## src/rtl/adc128s022_pkg.sv

```systemverilog
// Shared types and constants for the ADC128S022 SPI responder model.
// The frame is LEAD_ZEROS leading zeros followed by a 12-bit sample.
package adc128s022_pkg;

    typedef enum logic [1:0] {
        IDLE  = 2'd0,
        SHIFT = 2'd1,
        HOLD  = 2'd2
    } state_t;

    localparam int FRAME_BITS_DEFAULT = 16;
    localparam int LEAD_ZEROS         = 4;
    localparam int SAMPLE_BITS        = 12;
    localparam int ADDR_FIRST_EDGE    = 2;
    localparam int ADDR_LAST_EDGE     = 4;

endpackage

```

## src/rtl/adc_sync_edge.sv

```systemverilog
// Multi-flop synchronizer for one asynchronous pin, followed by a single
// history flop that produces one-clk rise/fall pulses on the synchronized level.
module adc_sync_edge #(
    parameter int   STAGES     = 2,
    parameter logic IDLE_LEVEL = 1'b0
) (
    input  logic clk,
    input  logic rst_n,
    input  logic async_in,
    output logic level,
    output logic rise,
    output logic fall
);

    logic [STAGES-1:0] chain;
    logic              prev;

    always_ff @(posedge clk or negedge rst_n) begin
        if (!rst_n) begin
            chain <= {STAGES{IDLE_LEVEL}};
            prev  <= IDLE_LEVEL;
        end else begin
            chain <= {chain[STAGES-2:0], async_in};
            prev  <= chain[STAGES-1];
        end
    end

    assign level = chain[STAGES-1];
    assign rise  = level & ~prev;
    assign fall  = ~level & prev;

endmodule

```

## src/rtl/adc128s022_responder.sv

```systemverilog
// Slave-side model of an ADC128S022: shifts a stored 12-bit sample out on dout
// and latches the channel address from din for the following frame.
module adc128s022_responder
    import adc128s022_pkg::*;
#(
    parameter int SYNC_STAGES = 2,
    parameter int FRAME_BITS  = FRAME_BITS_DEFAULT
) (
    input  logic        clk,
    input  logic        rst_n,
    input  logic        cs_n,
    input  logic        sclk,
    input  logic        din,
    output logic        dout,
    output logic        dout_oe,
    input  logic        smp_wr_en,
    input  logic [2:0]  smp_wr_ch,
    input  logic [11:0] smp_wr_data,
    output logic [2:0]  cur_ch,
    output logic [2:0]  next_ch,
    output logic        frame_done,
    output logic        frame_err,
    output logic [15:0] frame_count,
    output logic        busy
);

    localparam int CW      = $clog2(FRAME_BITS + 1);
    localparam int SR_BITS = LEAD_ZEROS + SAMPLE_BITS;

    logic cs_level_unused, cs_rise, cs_fall;
    logic sclk_level_unused, sclk_rise, sclk_fall;
    logic din_s, din_rise_unused, din_fall_unused;

    adc_sync_edge #(.STAGES(SYNC_STAGES), .IDLE_LEVEL(1'b1)) u_sync_cs (
        .clk(clk), .rst_n(rst_n), .async_in(cs_n),
        .level(cs_level_unused), .rise(cs_rise), .fall(cs_fall)
    );

    adc_sync_edge #(.STAGES(SYNC_STAGES), .IDLE_LEVEL(1'b1)) u_sync_sclk (
        .clk(clk), .rst_n(rst_n), .async_in(sclk),
        .level(sclk_level_unused), .rise(sclk_rise), .fall(sclk_fall)
    );

    adc_sync_edge #(.STAGES(SYNC_STAGES), .IDLE_LEVEL(1'b0)) u_sync_din (
        .clk(clk), .rst_n(rst_n), .async_in(din),
        .level(din_s), .rise(din_rise_unused), .fall(din_fall_unused)
    );

    state_t               state, state_nxt;
    logic [CW-1:0]        edge_count;
    logic [SR_BITS-1:0]   shreg;
    logic [SR_BITS-1:0]   load_word;
    logic [2:0]           pend_addr;
    logic [SAMPLE_BITS-1:0] smp_table [8];

    logic load, do_shift, do_count, capture, to_hold, finish, abort;

    assign load_word = {{LEAD_ZEROS{1'b0}}, smp_table[next_ch]};
    assign busy      = (state != IDLE);

    always_ff @(posedge clk or negedge rst_n) begin
        if (!rst_n) begin
            state <= IDLE;
        end else begin
            state <= state_nxt;
        end
    end

    // cs_n edges are tested first so they win over a coincident sclk edge.
    always_comb begin
        state_nxt = state;
        load      = 1'b0;
        do_shift  = 1'b0;
        do_count  = 1'b0;
        capture   = 1'b0;
        to_hold   = 1'b0;
        finish    = 1'b0;
        abort     = 1'b0;
        case (state)
            IDLE: begin
                if (cs_fall) begin
                    state_nxt = SHIFT;
                    load      = 1'b1;
                end
            end
            SHIFT: begin
                if (cs_rise) begin
                    state_nxt = IDLE;
                    abort     = 1'b1;
                end else if (sclk_rise) begin
                    do_count = 1'b1;
                    capture  = (edge_count >= CW'(ADDR_FIRST_EDGE)) &&
                               (edge_count <= CW'(ADDR_LAST_EDGE));
                    if (edge_count == CW'(FRAME_BITS - 1)) begin
                        state_nxt = HOLD;
                        to_hold   = 1'b1;
                    end
                end else if (sclk_fall && (edge_count != '0)) begin
                    do_shift = 1'b1;
                end
            end
            HOLD: begin
                if (cs_rise) begin
                    state_nxt = IDLE;
                    finish    = 1'b1;
                end
            end
            default: state_nxt = IDLE;
        endcase
    end

    // The load reads the table before this cycle's write, so a colliding
    // write to next_ch only shows up in the following frame.
    always_ff @(posedge clk or negedge rst_n) begin
        if (!rst_n) begin
            dout        <= 1'b0;
            dout_oe     <= 1'b0;
            cur_ch      <= 3'd0;
            next_ch     <= 3'd0;
            frame_done  <= 1'b0;
            frame_err   <= 1'b0;
            frame_count <= 16'd0;
            edge_count  <= '0;
            shreg       <= '0;
            pend_addr   <= 3'd0;
            for (int i = 0; i < 8; i++) begin
                smp_table[i] <= '0;
            end
        end else begin
            frame_done <= finish;
            frame_err  <= abort;
            if (smp_wr_en) begin
                smp_table[smp_wr_ch] <= smp_wr_data;
            end
            if (load) begin
                cur_ch     <= next_ch;
                shreg      <= load_word;
                dout       <= load_word[SR_BITS-1];
                dout_oe    <= 1'b1;
                edge_count <= '0;
                pend_addr  <= 3'd0;
            end
            if (do_count) begin
                edge_count <= edge_count + CW'(1);
            end
            if (capture) begin
                pend_addr <= {pend_addr[1:0], din_s};
            end
            if (to_hold) begin
                dout <= 1'b0;
            end
            if (do_shift) begin
                shreg <= {shreg[SR_BITS-2:0], 1'b0};
                dout  <= shreg[SR_BITS-2];
            end
            if (finish) begin
                next_ch     <= pend_addr;
                frame_count <= frame_count + 16'd1;
            end
            if (finish || abort) begin
                dout    <= 1'b0;
                dout_oe <= 1'b0;
            end
        end
    end

endmodule

```

## config.mk

```make
export PLATFORM = sky130hd
export DESIGN_NAME = adc128s022_responder
export DESIGN_NICKNAME = d
export VERILOG_FILES = /design/src/rtl/adc128s022_pkg.sv /design/src/rtl/adc_sync_edge.sv /design/src/rtl/adc128s022_responder.sv
export SDC_FILE = /design/constraint.sdc
export NUM_CORES = 1
export LEC_CHECK = 0
export ABC_AREA = 1
export CAP_MARGIN = 10
export CORE_ASPECT_RATIO = 1.25
export CORE_MARGIN = 3
export CORE_UTILIZATION = 33
export DETAILED_ROUTE_END_ITERATION = 6
export SLEW_MARGIN = 20
export SYNTH_ARGS = -nofsm -noshare
export SYNTH_HDL_FRONTEND = slang
export SYNTH_SLANG_ARGS = --single-unit
```

## constraint.sdc

```tcl
create_clock -name clk -period 1.8 [get_ports clk]
set_input_delay 0.36 -clock clk [delete_from_list [all_inputs] [get_ports clk]]
set_output_delay 0.36 -clock clk [all_outputs]
set_load 0.02 [all_outputs]
```

==> results of run 1 <==
-- flip-flops by register name (all words and copies together) (netlist names) --
| signal | cells |
|---|---|
| u_sync_sclk.prev | 1 |
| smp_table | 96 |
| frame_count | 16 |
| pend_addr | 3 |
| shreg | 15 |
| dout_oe | 1 |
| frame_done | 1 |
| cur_ch | 3 |
| u_sync_cs.chain | 2 |
| state | 2 |
| u_sync_cs.prev | 1 |
| dout | 1 |
| edge_count | 5 |
| frame_err | 1 |
| next_ch | 3 |
| u_sync_din.chain | 2 |
| u_sync_sclk.chain | 2 |
-- timing repair --
| action | 4_1_cts | 5_1_grt |
|---|---|---|
| setup buffers | 0 | 0 |
| hold buffers | 1 | 0 |
| endpoints found under the hold margin | 37 | 0 |
| endpoints found under the setup margin | 20 | 2 |
| resized for setup | 21 | 2 |
| pin swaps | 0 | 0 |
-- metrics by stage --
stage | instance area [sq um] | std cells
after global placement | 8272 | 1213
after CTS | 8811 | 1246
after global routing | 8816 | 1246
after detailed placement | 8272 | 1213
after floorplan | 7391 | 901
final | 8816 | 1246
-- cell type report --
| cell class | count | area (sq um) | share of cell area, % |
|---|---|---|---|
| multi-input combinational | 627 | 2930 | 33.24 |
| clock inverter | 14 | 113.9 | 1.292 |
| tap | 279 | 349.1 | 3.960 |
| inverter | 78 | 294.0 | 3.335 |
| timing repair buffer | 75 | 802.0 | 9.097 |
| sequential | 155 | 3887 | 44.10 |
| clock buffer | 18 | 439.2 | 4.982 |
-- cells by family after synthesis --
kind of cell | synth area share, %
fa+ha+maj | 0.8465
buf+inv | 7.770
xor+xnor | 1.067
simple gates | 27.98
flops | 52.58
compound gates | 9.751
-- power by group through the flow --
stage	clock (W)	combinational (W)	sequential, W
after floorplan	0	0.000892	0.00433
after global placement	0	0.00122	0.00438
after detailed placement	0	0.00125	0.00439
after CTS	0.00345	0.00126	0.00433
after global routing	0.00360	0.00145	0.00439
final	0.00336	0.00123	0.00433
-- layer usage --
layer	wire length (microns)	vias to the layer above	track usage, %
met1	7839	2758	19.76
li1	-	2972	-
met4	389	0	5.372
met5	0	-	0
met2	8609	114	24.36
met3	569	28	2.953
-- final timing paths --
check | cells after the start | slack (ns) | from | endpoint
worst max-delay path | 1 | 0.07 | cur_ch[0]$_DFFE_PN0P_ | cur_ch[0]
worst min-delay path | 1 | 0.34 | sclk | u_sync_sclk.chain[0]$_DFF_PN1_
worst max register to register | 7 | 0.24 | edge_count[0]$_DFFE_PN0P_ | shreg[5]$_DFFE_PN0P_
worst min register to register | 0 | 0.35 | u_sync_din.chain[0]$_DFF_PN0_ | u_sync_din.chain[1]$_DFF_PN0_
max in group asynchronous | 3 | 0.78 | rst_n | u_sync_sclk.prev$_DFF_PN1_
min in group asynchronous | 2 | 0.42 | rst_n | smp_table[1]$_DFFE_PN0P_
-- cells in the final DEF (no fill, tap or decap), types with 7 or more instances in the layout --
cell type / netlist / routed
nand2_1: 343 / 343
inv_1: 70 / 70
inv_2: 7 / 7
o21ai_0: 76 / 76
clkdlybuf4s50_1: 0 / 24
o21ai_1: 27 / 27
nand3_1: 80 / 80
dfrtp_1: 149 / 148
nor2_1: 32 / 32
nand2_2: 7 / 7
buf_12: 0 / 11
clkbuf_16: 0 / 17
o21ai_2: 20 / 20
dlygate4sd2_1: 0 / 20
buf_4: 1 / 16
-- cell usage after synthesis (all sizes together), types with 3 or more instances --
library cell,instances,area [sq um]
nor2,42,207.7
nand2,351,1343
dfrtp,149,3729
buf,35,257.8
nand4,6,43.79
clkbuf,6,22.52
inv,77,289.0
xnor2,3,26.28
xor2,6,52.55
o21ai,123,690.7
dfstp,6,157.7
nand3,84,447.9
ha,5,62.56
==> results.yml, run 1 <==
route:
  post_drt_wl_per_cell_microns: 13.97
  antenna_left: 0
  wirelength_mm: 17.41
  drtIter0Drc: 392
  vias: 5872
  drc_errors: 0
  vias_per_cell: 4.713
  drt_first_pass_iters: 5
yosys:
  syn_inst: 901
  synth_warnings: 0
  syn_area_sq_um: 7391
  synthFlopType: "dfrtp_1"
  seq_area_frac_synth_pct: 52.58
  synth_cell_types: 32
  synth_nets: 927
  synth_async_sr_flop_share_pct: 100.0
  ys_ff_latch: 155
  synth_edf_count: 0
  syn_avg_cell_area_sq_um: 8.203
clocking:
  cts-root-buf: "clkbuf_16"
  clk_latency_ns: 0.43
  htreeDepth: 4
  clk_pin_slew_ns: 0.07
  cts.path.max_buffers: 2
  cts_made_buffers: 17
  cts_tree: "built"
  cts.sinks: 155
placement:
  hpwlAfterDp_mm: 11.89
  portBuffers: 47
  dp_slack_ns: 0.03611
  place_congestion: 0.7845
floorplanning:
  die_area_sq_um: 24240
  initial_core_util_pct: 33.95
  ios: 48
  core_area_sq_um: 21770
  num_rows: 60
  chipHeight_microns: 173.3
  die_x_microns: 139.9
timing:
  final.setup_skew_ns: 0.01336
  setup_ws_ns: 0.06742
  slew_headroom_pct: 67.42
  timing.hold.ws_ns: 0.3411
  finalMaxSlewViolations: 0
  min_period_ns: 1.733
  hold_viol: 0
  fmax_mhz: 577.2
  period_share_pct: 96.25
  tns_ns: 0
  rsz0062_at_grt: "false"
  worst_slew_pin_slew_ns: 0.4880
  report.final.setup_viol: 0
final_layout:
  antenna_cells: 0
  final_nets: 980
  utilization_pct: 40.49
  layout-drive-gt1-share_pct: 12.41
  fill_cells: 2203
  syn_to_final_growth_pct: 19.28
critical_path:
  path_cells: "clkdlybuf4s50_1"
  crit_fanout: 2
  cp-start-kind: "flop"
  slowest_delay_ns: 0.60
  critical_path.top_delay_family: "buffers and inverters"
  worstSetupPathType: "flop to primary output"
  slowest_stage: "clkdlybuf4s50_1"
  cp.arrival_ns: 1.37
  crit_buf_inv: 1
  cp.required_ns: 1.44
  end_kind: "primary output"
pwr:
  power.share.clock_pct: 37.6
  p_int_w: 0.006402
  power.density_nw_per_um2: 1013
  p_seq_share_pct: 48.6
  combPwrFrac_pct: 13.8
  finalPower_w: 0.008927
  leakagePower_nw: 4.356
  netSwitchingFraction_pct: 28.28
  power.switching_w: 0.002524
  ir_drop_uv: 513.8
grt:
  grt_max_degree: 44
  antenna_found_initial: 0
  track_usage_pct: 14.93
  grt_pass1_wl_mm: 29.24
  grt_pass1_vias: 5633
  grt-ovfl-total: 0
run_status:
  status: "completed"
hold_path:
  worstHoldPathType: "primary input to flop"
job:
  cap_viol_max_count: 0
(Power assumes the default switching activity.)
==> run 2, diff against run 1 <==
--- a/config.mk
+++ b/config.mk
@@ -7,10 +7,14 @@
 export LEC_CHECK = 0
 export ABC_AREA = 1
 export CAP_MARGIN = 10
+export CELL_PAD_IN_SITES_DETAIL_PLACEMENT = 1
+export CELL_PAD_IN_SITES_GLOBAL_PLACEMENT = 2
 export CORE_ASPECT_RATIO = 1.25
 export CORE_MARGIN = 3
 export CORE_UTILIZATION = 33
+export CTS_CLUSTER_DIAMETER = 120
 export DETAILED_ROUTE_END_ITERATION = 6
+export PLACE_DENSITY_LB_ADDON = 0.1
 export SLEW_MARGIN = 20
 export SYNTH_ARGS = -nofsm -noshare
 export SYNTH_HDL_FRONTEND = slang
==> run 2 against run 1 <==
Net effect: total power rose by 2.8%; final cell count hardly changed; clock power increased by 5%; clock skew down 0.0040 ns; global-route usage is 2.9 points higher; critical path type unchanged; critical endpoint is now cur_ch[2]; largest cell class unchanged.
==> results.yml, run 2 (same netlist as run 1, synthesis figures left out) <==
pwr:
  power.density_nw_per_um2: 1040
  p_int_w: 0.006643
  leakagePower_nw: 4.326
  power.switching_w: 0.002533
  p_seq_share_pct: 47.4
  combPwrFrac_pct: 14.1
  netSwitchingFraction_pct: 27.60
  ir_drop_uv: 684.2
  power.share.clock_pct: 38.5
floorplanning:
  chipHeight_microns: 173.3
  num_rows: 60
  core_area_sq_um: 21770
  die_area_sq_um: 24240
  ios: 48
  die_x_microns: 139.9
  initial_core_util_pct: 33.95
timing:
  finalMaxSlewViolations: 0
  hold_viol: 0
  worst_slew_pin_slew_ns: 0.4976
  period_share_pct: 96.97
  min_period_ns: 1.746
  final.setup_skew_ns: 0.009338
  slew_headroom_pct: 66.78
  timing.hold.ws_ns: 0.3474
  rsz0062_at_grt: "false"
  fmax_mhz: 572.9
  report.final.setup_viol: 0
  tns_ns: 0
final_layout:
  antenna_cells: 0
  largest_reg_flops: 96
  layout-drive-gt1-share_pct: 12.01
  final_area_sq_um: 8820
  syn_to_final_growth_pct: 19.33
  final_common_cell: "nand2_1"
  layout_common_cells: "343 x nand2_1, 149 x dfrtp_1, 80 x nand3_1"
  largest_register: "smp_table"
  stdcell_count: 1245
  final_nets: 979
  reg.largest.list: "smp_table x96, frame_count x16, shreg x15"
  fill_cells: 2621
placement:
  placedCellCount: 1212
  hpwlAfterDp_mm: 14.43
  portBuffers: 47
  dpl_cell_area_sq_um: 8264
  place_congestion: 0.7712
clocking:
  clk_latency_ns: 0.42
  cts.sinks: 155
  htreeDepth: 4
  post_cts_buffers: 0
  cts.path.max_buffers: 2
  cts-root-buf: "clkbuf_16"
  clk_pin_slew_ns: 0.06
  cts_made_buffers: 17
  cts_tree: "built"
critical_path:
  crit_buf_inv: 1
  cp-start-kind: "flop"
  critical_path.top_delay_family: "buffers and inverters"
  path_cells: "clkdlybuf4s50_1"
  cp.required_ns: 1.44
  crit_fanout: 2
  cp.arrival_ns: 1.39
  worstSetupPathType: "flop to primary output"
  end_kind: "primary output"
  r2r_cells: 7
  r2r_start: "frame_count[1]$_DFFE_PN0P_"
  ff2ff_setup_slack_ns: 0.22
  r2r_end: "frame_count[8]$_DFFE_PN0P_"
  slowest_stage: "clkdlybuf4s50_1"
  slowest_delay_ns: 0.61
grt:
  track_usage_pct: 17.82
  grt_pass1_wl_mm: 34.64
  grt-ovfl-total: 0
  antenna_found_initial: 0
  grt_max_degree: 50
  grt_pass1_vias: 6489
route:
  antenna_left: 0
  drt_first_pass_iters: 4
  post_drt_wl_per_cell_microns: 16.62
  vias: 6029
  drc_errors: 0
  wirelength_mm: 20.70
  drtIter0Drc: 248
  vias_per_cell: 4.843
hold_path:
  worstHoldPathType: "primary input to flop"
  min_to: "u_sync_sclk.chain[0]$_DFF_PN1_"
  min_from: "sclk"
  hold_depth: 1
run_status:
  status: "completed"
job:
  cap_viol_max_count: 0
## run 2: cell count changes in the layout (fill, tap and decap cells not counted), moves of 2 or more
cell,before,now
bufinv_16,0,2
clkbuf_1,0,2
clkdlybuf4s50_1,24,26
clkinv_2,4,6
dlymetal6s2s_1,2,0
inv_6,2,0
inv_8,3,0
## run 2: power groups by stage
stage,logic (W),clock network (W),registers (W)
6_report,0.00130,0.00353,0.00435
5_1_grt,0.00152,0.00382,0.00442
4_1_cts,0.00134,0.00365,0.00435
3_5_place_dp,0.00133,0,0.00441
2_1_floorplan,0.000892,0,0.00433
3_3_place_gp,0.00125,0,0.00438
## run 2: layout make-up
class	instances	area [sq um]	share of cell area, %
Clock buffer	20	446.7	5.065
Clock inverter	12	123.9	1.404
Inverter	78	294.0	3.334
Multi-Input combinational cell	627	2930	33.22
Sequential cell	155	3886	44.06
Tap cell	279	349.1	3.958
Timing Repair Buffer	74	789.5	8.952
## run 2: timing repair
item,in CTS,in global routing
endpoints found under the hold margin,34,0
gates resized for setup,20,0
hold buffers,1,0
setup endpoints to repair,20,0
## run 2: worst max path at each step
stage,from,to,cells past startpoint
2_1_floorplan,frame_count[1]$_DFFE_PN0P_,frame_count[8]$_DFFE_PN0P_,7
3_3_place_gp,smp_wr_en,smp_table[43]$_DFFE_PN0P_,6
3_5_place_dp,smp_wr_en,smp_table[47]$_DFFE_PN0P_,5
4_1_cts,cur_ch[1]$_DFFE_PN0P_,cur_ch[1],1
5_1_grt,cur_ch[1]$_DFFE_PN0P_,cur_ch[1],1
6_report,cur_ch[2]$_DFFE_PN0P_,cur_ch[2],1
## run 2: per-stage QoR
step                power [W]  worst slack, ns  util (%)
floorplan            0.005222           0.3883         -
global placement     0.005627          0.08127     37.96
detailed placement   0.005742         -0.02344     37.96
CTS                  0.009336          0.02589     40.51
global route         0.009754         0.007918     40.51
finish               0.009176          0.05450     40.51
## run 2: metal layers
metal | share of wire (%) | global-route usage, % | up-vias | wire (microns)
li1 | - | - | 2958 | -
met1 | 43 | 22.13 | 2969 | 8953
met2 | 52 | 31.68 | 83 | 10780
met3 | 2.7 | 2.649 | 19 | 567
met4 | 1.9 | 5.735 | 0 | 391
met5 | 0 | 0 | - | 0
